[config.mk]
export PLATFORM = sky130hd
export DESIGN_NAME = ok_register_bank
export DESIGN_NICKNAME = d
export VERILOG_FILES = /design/src/rtl/ok_register_bank.sv
export SDC_FILE = /design/constraint.sdc
export NUM_CORES = 1
export LEC_CHECK = 0
export CELL_PAD_IN_SITES_DETAIL_PLACEMENT = 1
export CELL_PAD_IN_SITES_GLOBAL_PLACEMENT = 2
export CORE_MARGIN = 2
export CORE_UTILIZATION = 34
export DETAILED_ROUTE_END_ITERATION = 8
export PLACE_DENSITY_LB_ADDON = 0.1
export SLEW_MARGIN = 10
export SYNTH_ARGS = -nofsm -noshare
export SYNTH_HDL_FRONTEND = slang
export SYNTH_SLANG_ARGS = --single-unit
[constraint.sdc]
create_clock -name okClk -period 2.3 [get_ports okClk]
set_input_delay 0.46 -clock okClk [delete_from_list [all_inputs] [get_ports okClk]]
set_output_delay 0.46 -clock okClk [all_outputs]
set_load 0.005 [all_outputs]
[src/rtl/ok_register_bank.sv]
// ok_register_bank
//   Memory-mapped register bank behind a register bridge. It decodes an
//   absolute address relative to BASE_ADDR and provides these registers:
//     0x00..NUM_CTRL-1  CTRL[n]   read/write, drives ctrl_out slice n
//     0x20              STATUS    read-only, live status_in
//     0x21              EVENT     sticky rising-edge flags, write-1-to-clear
//     0x22              IRQ_MASK  read/write
//     0x23              VERSION   read-only constant
//     0x24              WR_CNT    read-only count of accepted writes
//     0x25              ERR_CNT   read-only, saturating; present only when
//                                 OKREGBANK_ERRCNT_EN is defined
//
// Access protocol: ep_read and ep_write are strobes with no backpressure.
// Each cycle in which a strobe is high is one complete access. Write data
// (ep_dataout) is valid only in the cycle where ep_write is high. Read data
// appears on ep_datain one cycle after the ep_read cycle. It then holds
// until the next read.
//
// Ports:
//   okClk       clock (rising edge)
//   rst_n       asynchronous active-low reset
//   ep_address  absolute register address
//   ep_write    write strobe
//   ep_dataout  write data
//   ep_read     read strobe
//   ep_datain   registered read data
//   ctrl_out    CTRL registers concatenated, CTRL[0] in bits [31:0]
//   status_in   live user status
//   event_in    user event levels
//   irq         registered |(EVENT & IRQ_MASK)
module ok_register_bank #(
  parameter logic [31:0] BASE_ADDR = 32'h0000_0000,
  parameter int          NUM_CTRL  = 8,
  parameter logic [31:0] VERSION   = 32'h0001_0000
) (
  input  logic                     okClk,
  input  logic                     rst_n,
  input  logic [31:0]              ep_address,
  input  logic                     ep_write,
  input  logic [31:0]              ep_dataout,
  input  logic                     ep_read,
  output logic [31:0]              ep_datain,
  output logic [NUM_CTRL*32-1:0]   ctrl_out,
  input  logic [31:0]              status_in,
  input  logic [31:0]              event_in,
  output logic                     irq
);

  localparam logic [31:0] OFF_STATUS  = 32'h20;
  localparam logic [31:0] OFF_EVENT   = 32'h21;
  localparam logic [31:0] OFF_MASK    = 32'h22;
  localparam logic [31:0] OFF_VERSION = 32'h23;
  localparam logic [31:0] OFF_WRCNT   = 32'h24;

  logic [31:0] ctrl_q [NUM_CTRL];
  logic [31:0] event_r;
  logic [31:0] mask_r;
  logic [31:0] wr_cnt;
  logic [31:0] event_q;
  // Cleared by reset so the first cycle after release only captures
  // event_in; levels already high at release are not treated as edges.
  logic        armed;

  logic [31:0] offset;
  logic        is_ctrl;
  logic        is_event;
  logic        is_mask;
  logic        wr_ok;
  logic [31:0] rise;
  logic [31:0] rdata;

  // Subtraction wraps, so addresses below BASE_ADDR land on huge offsets.
  assign offset   = ep_address - BASE_ADDR;
  assign is_ctrl  = offset < 32'(NUM_CTRL);
  assign is_event = offset == OFF_EVENT;
  assign is_mask  = offset == OFF_MASK;
  assign wr_ok    = ep_write && (is_ctrl || is_event || is_mask);
  assign rise     = armed ? (event_in & ~event_q) : 32'h0;

`ifdef OKREGBANK_ERRCNT_EN
  localparam logic [31:0] OFF_ERRCNT = 32'h25;
  logic [31:0] err_cnt;
  logic        is_ro;
  logic        is_mapped;
  logic        err_hit;

  assign is_ro     = (offset == OFF_STATUS) || (offset == OFF_VERSION) ||
                     (offset == OFF_WRCNT)  || (offset == OFF_ERRCNT);
  assign is_mapped = is_ctrl || is_event || is_mask || is_ro;
  // One increment per cycle, even when both strobes hit a bad address.
  assign err_hit   = ((ep_read || ep_write) && !is_mapped) || (ep_write && is_ro);

  always_ff @(posedge okClk or negedge rst_n) begin
    if (!rst_n) begin
      err_cnt <= 32'h0;
    end else if (err_hit && (err_cnt != 32'hFFFF_FFFF)) begin
      err_cnt <= err_cnt + 32'h1;
    end
  end
`endif

  // Read mux sees pre-write state, so a same-cycle read and write of one
  // offset returns the old value.
  always_comb begin
    rdata = 32'h0;
    for (int n = 0; n < NUM_CTRL; n++) begin
      if (offset == 32'(n)) rdata = ctrl_q[n];
    end
    case (offset)
      OFF_STATUS:  rdata = status_in;
      OFF_EVENT:   rdata = event_r;
      OFF_MASK:    rdata = mask_r;
      OFF_VERSION: rdata = VERSION;
      OFF_WRCNT:   rdata = wr_cnt;
`ifdef OKREGBANK_ERRCNT_EN
      OFF_ERRCNT:  rdata = err_cnt;
`endif
      default: ;
    endcase
  end

  for (genvar g = 0; g < NUM_CTRL; g++) begin : g_ctrl
    always_ff @(posedge okClk or negedge rst_n) begin
      if (!rst_n) begin
        ctrl_q[g] <= 32'h0;
      end else if (ep_write && (offset == 32'(g))) begin
        ctrl_q[g] <= ep_dataout;
      end
    end
    assign ctrl_out[g*32 +: 32] = ctrl_q[g];
  end

  always_ff @(posedge okClk or negedge rst_n) begin
    if (!rst_n) begin
      event_r   <= 32'h0;
      mask_r    <= 32'h0;
      wr_cnt    <= 32'h0;
      event_q   <= 32'h0;
      armed     <= 1'b0;
      ep_datain <= 32'h0;
      irq       <= 1'b0;
    end else begin
      event_q <= event_in;
      armed   <= 1'b1;
      // New edges are ORed in after the clear, so a set beats a clear.
      if (ep_write && is_event) begin
        event_r <= (event_r & ~ep_dataout) | rise;
      end else begin
        event_r <= event_r | rise;
      end
      if (ep_write && is_mask) mask_r <= ep_dataout;
      if (wr_ok) wr_cnt <= wr_cnt + 32'h1;
      if (ep_read) ep_datain <= rdata;
      irq <= |(event_r & mask_r);
    end
  end

endmodule
==> results of run 1 <==
==> per-layer routing <==
layer / GRT usage (%) / up-vias
met1: 36.5 / 8113
met4: 7.77 / 0
li1: - / 6611
met3: 4.16 / 90
met5: 0 / -
met2: 47.1 / 397
==> power by group through the flow <==
stage / logic (mW) / clock network, mW / registers, mW
after floorplan: 0.350 / 0 / 7.59
after global placement: 1.11 / 0 / 7.60
after detailed placement: 1.12 / 0 / 7.60
after CTS: 1.13 / 8.23 / 7.47
after global routing: 1.20 / 8.53 / 7.47
final: 1.11 / 8.08 / 7.47
==> logic make-up after synthesis <==
group,Yosys count,share of synthesized area (%)
simple gates,254,6.44
mux,357,20.9
buf+inv,179,4.08
flops,418,54.9
other cells,1,0.0197
xor+xnor,32,1.47
fa+ha+maj,1,0.0657
compound gates,276,12.1
==> synthesized netlist by cell type, types with 12 or more instances <==
| master | instances | area (um2) |
|---|---|---|
| dfrtp_1 | 418 | 10500 |
| mux2_1 | 233 | 2620 |
| nor2_1 | 110 | 413 |
| mux2_2 | 86 | 968 |
| buf_2 | 63 | 315 |
| o22ai_1 | 62 | 388 |
| clkbuf_1 | 61 | 229 |
| nand2_1 | 55 | 206 |
| inv_1 | 39 | 146 |
| mux2i_1 | 37 | 370 |
| a221oi_1 | 32 | 280 |
| a32o_1 | 31 | 310 |
| a221o_1 | 29 | 290 |
| o221ai_1 | 29 | 254 |
| o22a_1 | 28 | 245 |
| o32a_1 | 28 | 280 |
| nand3_1 | 18 | 90.1 |
| xnor2_1 | 17 | 149 |
| xor2_1 | 15 | 131 |
| a22oi_1 | 13 | 97.6 |
| buf_1 | 12 | 45.0 |
==> final cells by class <==
cell class | instances | area (um2) | share of cell area [%]
repair buffers | 563 | 5840 | 21.5
clock inverters | 14 | 209 | 0.770
well taps | 748 | 936 | 3.45
clock buffers | 71 | 1440 | 5.31
diodes | 1 | 2.50 | 0.00923
multi-input cells | 921 | 8090 | 29.8
flip-flops and latches | 418 | 10500 | 38.6
inverters | 39 | 146 | 0.540
==> path summary, 6_finish.rpt <==
check | from | endpoint | slack, ns | cells after the start
max in group asynchronous | rst_n | ctrl_out[137] | 1.03 | 4
min in group asynchronous | rst_n | ctrl_out[155] | 0.38 | 2
setup / recovery | ep_address[25] | ep_datain[13] | -0.02 | 11
hold / removal | event_in[3] | event_q[3] | 0.33 | 1
hold reg to reg | event_q[30] | event_r[30] | 0.44 | 1
setup reg to reg | wr_cnt[4] | wr_cnt[25] | 0.27 | 7
==> worst max-delay path, delay by kind of cell <==
kind / cells / cell delay [ns]
AO/OA/AOI/OAI: 3 / 0.55
buffers and inverters: 5 / 0.98
AND/OR/NAND/NOR: 3 / 0.81
==> metrics by stage <==
step           total power [mW]  instance area [um2]
6_report                   16.7                27100
5_1_grt                    17.2                27100
4_1_cts                    16.8                27100
3_5_place_dp               8.73                25000
3_3_place_gp               8.71                25000
2_1_floorplan              7.94                19100
==> sequential cells by signal (all words and copies together), names as in the netlist <==
signal / flops
wr_cnt: 32
armed: 1
event_q: 32
mask_r: 32
irq: 1
ep_datain: 32
event_r: 32
ctrl_out: 256
==> repair_timing <==
item | CTS | global route
setup buffers | 14 | 6
endpoints found under the hold margin | 30 | 0
pin swaps | 17 | 13
hold buffers | 1 | 0
gates cloned | 6 | 0
resized for setup | 57 | 14
setup endpoints to repair | 323 | 170
==> flow_metrics.tcl, run 1 <==
set metrics [dict create \
    dpl.cell_count 2664 \
    fmax_mhz 430 \
    grt_pass1_wl_mm 116 \
    pwr-share-comb_pct 6.7 \
    clockPowerShare_pct 48.5 \
    cts-buffers-inserted 48 \
    critPathSlowestCell "nor4_4" \
    htree_levels 2 \
    cp-end-kind "register" \
    final-hold-violation-count 0 \
    wl_per_cell_um 28.8 \
    pre_cts_ws_ns -0.983 \
    synth_warnings 0 \
    worstSetupStartpointType "primary input" \
    drc 0 \
    tightest_slew_ns 0.797 \
    cp_data_required_time_ns 2.81 \
    setup_violations 1 \
    top_layer_used "met4" \
    fin_crit_ns 2.32 \
    dr.pass1.iters 5 \
    place.gp.congestion 0.870 \
    outcome "finished, violations left" \
    fin_setup_tns_ns -0.0232 \
    layout_common_cells "dfrtp_1, clkdlybuf4s50_1, mux2_1" \
    drv_slew 0 \
    cap_violations 0 \
    ys_seq_area_share_pct 54.9 \
    dr_wl_met2_mm 39.8 \
    worstHoldPathType "in2reg" \
    grt_max_degree 74 \
    seqPwrFrac_pct 44.8 \
    switching_share_pct 23.4 \
    stdcell_count 2775 \
    crit_chain "dlygate4sd2_1 > nor4_4 > nand4_4 > buf_6 > buf_4 > nor4_2 > buf_4 > buf_4 > a221o_1 > a221oi_1 > o22ai_1" \
    final_util_pct 49.1 \
    overflow 0 \
    final_common_cell "dfrtp_1" \
    syn_area_per_cell_um2 12.6 \
    wl_met1_mm 34.1 \
    fin_nets 2124 \
    fin_ws_ns -0.0232 \
    period_share_pct 101 \
    pin_count 421 \
    port_buffers 420 \
    criticalPathCategory "in2reg" \
    clk_pin_slew_ns 0.06 \
    met3_length_mm 3.91 \
    p_int_mw 12.8 \
    powerDensity_mw_per_mm2 614 \
    violations "negative setup slack" \
    fin_skew_ns 0.0210 \
    path_common_cell "buf_4" \
    start_util_pct 34.5 \
    ys_types 57 \
    critPathMaxFanout 14 \
    rsz0062_at_grt "true" \
    max-slew-margin-rel_pct 46.8 \
    synth_seq_cells 418 \
    cp_data_arrival_time_ns 2.83 \
    die_width_um 241 \
    antenna_found_initial 0 \
    nFillCells 5687 \
    whs_ns 0.329 \
    wl_mm 79.9 \
    drt_iter0_markers 988 \
    vias 15200 \
    cts-root-buf "clkbuf_16" \
    clock_latency_ns 0.60 \
    track_usage_pct 27.6 \
    cts_tree "built" \
    ant_nets 0 \
    vias_per_cell 5.48 \
    dp.final_hpwl_mm 56.1 \
    synth_edf_count 0 \
    netlist_instances 1518 \
    power.leakage_nw 12.5 \
    core_mm2 0.0552 \
    yosys_most_used_dff "dfrtp_1" \
    async_reset_ff_share_pct 100 \
    slowest_delay_ns 0.36 \
    die_area_mm2 0.0579 \
    first_global_vias 16300 \
    cts_sinks 418 \
    synth_area_mm2 0.0191 \
    drive_gt1_share_pct 17.7 \
    switchingPower_mw 3.90 \
    syn-num-nets 1651 \
    fp-row-count 86 \
    vdd_ir_drop_max_mv 0.498 \
    area_growth_pct 42.4 \
    clockBufferDepth 3 \
    die_h_um 241 \
]
(Power assumes the default switching activity.)
==> run 2: changes to the inputs <==
--- a/config.mk
+++ b/config.mk
@@ -10,7 +10,7 @@
 export CORE_MARGIN = 2
 export CORE_UTILIZATION = 34
 export DETAILED_ROUTE_END_ITERATION = 8
-export PLACE_DENSITY_LB_ADDON = 0.1
+export PLACE_DENSITY_LB_ADDON = 0.2
 export SLEW_MARGIN = 10
 export SYNTH_ARGS = -nofsm -noshare
 export SYNTH_HDL_FRONTEND = slang
==> run 2 against run 1 <==
Compared with the run above:
- the run still ends with negative setup slack left
- worst setup slack better by 0.0039 ns
- worst hold slack better by 0.014 ns
- utilization is 0.90 points higher
- sequential cell count is the same
- critical endpoint is now ctrl_out[70]
- highest routed layer is now met5
==> flow_metrics.tcl, run 2 (synthesis gave the netlist of run 1 again) <==
set metrics [dict create \
    vdd_ir_drop_max_mv 0.514 \
    cp_data_arrival_time_ns 2.78 \
    max-slew-margin-rel_pct 54.7 \
    largest_register_ffs 256 \
    worstHoldPathType "in2reg" \
    clock_latency_ns 0.59 \
    worstSetupStartpointType "primary input" \
    fin_skew_ns 0.00952 \
    die_area_mm2 0.0579 \
    worstRegToRegCells 7 \
    critPathBufInv 6 \
    start_util_pct 34.5 \
    critical_path.top_delay_family "buffers and inverters" \
    period_share_pct 101 \
    hold_path_depth 1 \
    track_usage_pct 27.3 \
    antenna_found_initial 6 \
    cts-buffers-inserted 49 \
    reg2reg_to "wr_cnt[27]" \
    core_mm2 0.0552 \
    dp.final_hpwl_mm 55.8 \
    area_growth_pct 45.0 \
    rsz0062_at_grt "true" \
    die_width_um 241 \
    dr.pass1.iters 5 \
    slowest_delay_ns 0.44 \
    ff2ff_setup_slack_ns 0.19 \
    wl_mm 82.8 \
    drt_iter0_markers 932 \
    powerDensity_mw_per_mm2 595 \
    pre_cts_ws_ns -0.823 \
    wl_per_cell_um 29.5 \
    cp-end-kind "register" \
    stdcell_count 2810 \
    grt_pass1_wl_mm 115 \
    fin_nets 2154 \
    layout_common_cells "dfrtp_1, clkdlybuf4s50_1, mux2_1" \
    fin_crit_ns 2.32 \
    drv_slew 0 \
    overflow 0 \
    vias 15700 \
    clockBufferDepth 3 \
    crit_chain "clkdlybuf4s50_1 > nor4_4 > buf_4 > nand3_4 > buf_4 > nor4_4 > buf_4 > nand3b_1 > buf_6 > buf_8 > mux2_1" \
    violations "negative setup slack" \
    port_buffers 420 \
    cap_violations 0 \
    critPathSlowestCell "clkdlybuf4s50_1" \
    multi_input_area_mm2 0.00815 \
    tightest_slew_ns 0.680 \
    critPathMaxFanout 14 \
    final_common_cell "dfrtp_1" \
    outcome "finished, violations left" \
    holdPathEnd "event_q[13]" \
    first_global_vias 16600 \
    clk_pin_slew_ns 0.06 \
    setup_violations 20 \
    drive_gt1_share_pct 18.7 \
    power.leakage_nw 12.8 \
    timing.rr.start "wr_cnt[4]" \
    cp_data_required_time_ns 2.77 \
    cts_sinks 418 \
    regArea_mm2 0.0105 \
    vias_per_cell 5.57 \
    pin_count 421 \
    path_common_cell "buf_4" \
    cts_tree "built" \
    htree_levels 2 \
    place.gp.congestion 0.838 \
    worstHoldStart "event_in[13]" \
    criticalPathCategory "in2reg" \
    ant_nets 0 \
    dpl.cell_count 2660 \
    grt_max_degree 61 \
    cts-root-buf "clkbuf_16" \
    nFillCells 5647 \
    drc 0 \
    fin_setup_tns_ns -0.149 \
    fmax_mhz 431 \
    fp-row-count 86 \
    fin_ws_ns -0.0193 \
    die_h_um 241 \
    final-hold-violation-count 0 \
]
## run 2: cell count changes in the layout (fill, tap and decap cells not counted), moves of 4 or more
cell / before / now
buf_4: 94 / 99
buf_6: 9 / 18
buf_8: 1 / 8
bufinv_16: 5 / 1
clkbuf_1: 10 / 15
clkbuf_16: 50 / 59
clkbuf_8: 11 / 16
dlygate4sd2_1: 19 / 14
mux2_1: 225 / 232
mux2_4: 8 / 1
nor3_2: 4 / 0
nor3_4: 2 / 6
## run 2: repair_timing
item / CTS / global route
gates cloned: 7 / 11
pin swaps: 15 / 25
hold endpoints to repair: 41 / 0
buffers inserted: 20 / 20
hold buffers: 1 / 0
resized for setup: 66 / 47
endpoints found under the setup margin: 329 / 201
## run 2: metal layers
layer | share of wire, % | GRT usage [%] | vias up
li1 | - | - | 6682
met1 | 42 | 35.4 | 8299
met2 | 48 | 45.5 | 530
met3 | 6.5 | 5.27 | 137
met4 | 3.9 | 9.90 | 4
met5 | 0.028 | 0 | -
## run 2: through the flow
| stage | hold WS (ns) | utilization, % | power, mW | area, um2 |
|---|---|---|---|---|
| 2_1_floorplan | 0.164 | - | 7.94 | 19100 |
| 3_3_place_gp | 0.411 | 45.1 | 8.69 | 24900 |
| 3_5_place_dp | 0.419 | 45.1 | 8.70 | 24900 |
| 4_1_cts | 0.311 | 49.1 | 16.6 | 27100 |
| 5_1_grt | 0.330 | 50.0 | 17.0 | 27600 |
| 6_report | 0.344 | 50.0 | 16.4 | 27600 |
## run 2: how the worst max path moves through the flow
| stage | cells past startpoint | startpoint | to | slack (ns) |
|---|---|---|---|---|
| floorplan | 8 | ep_address[14] | ep_datain[10] | 0.01 |
| global placement | 8 | ep_address[12] | ep_datain[8] | -0.77 |
| detailed placement | 8 | ep_address[10] | ep_datain[13] | -0.82 |
| CTS | 8 | ep_address[14] | ep_datain[31] | -0.04 |
| global route | 11 | ep_address[13] | ctrl_out[70] | -0.05 |
| finish | 11 | ep_address[11] | ctrl_out[70] | -0.02 |
## run 2: report_power, final
| part | total, mW | internal [mW] | switching [mW] |
|---|---|---|---|
| combinational | 1.11 | 0.467 | 0.638 |
| clock | 7.87 | 4.68 | 3.19 |
| sequential | 7.47 | 7.42 | 0.0507 |
| total | 16.4 | 12.6 | 3.88 |
## run 2: final cells by class
class,instances,area share [%]
Sequential cell,418,37.9
Multi-Input combinational cell,921,29.5
Tap cell,748,3.39
Clock buffer,82,5.62
Antenna cell,3,0.0272
Timing Repair Buffer,592,22.9
Clock inverter,7,0.231
Inverter,39,0.530
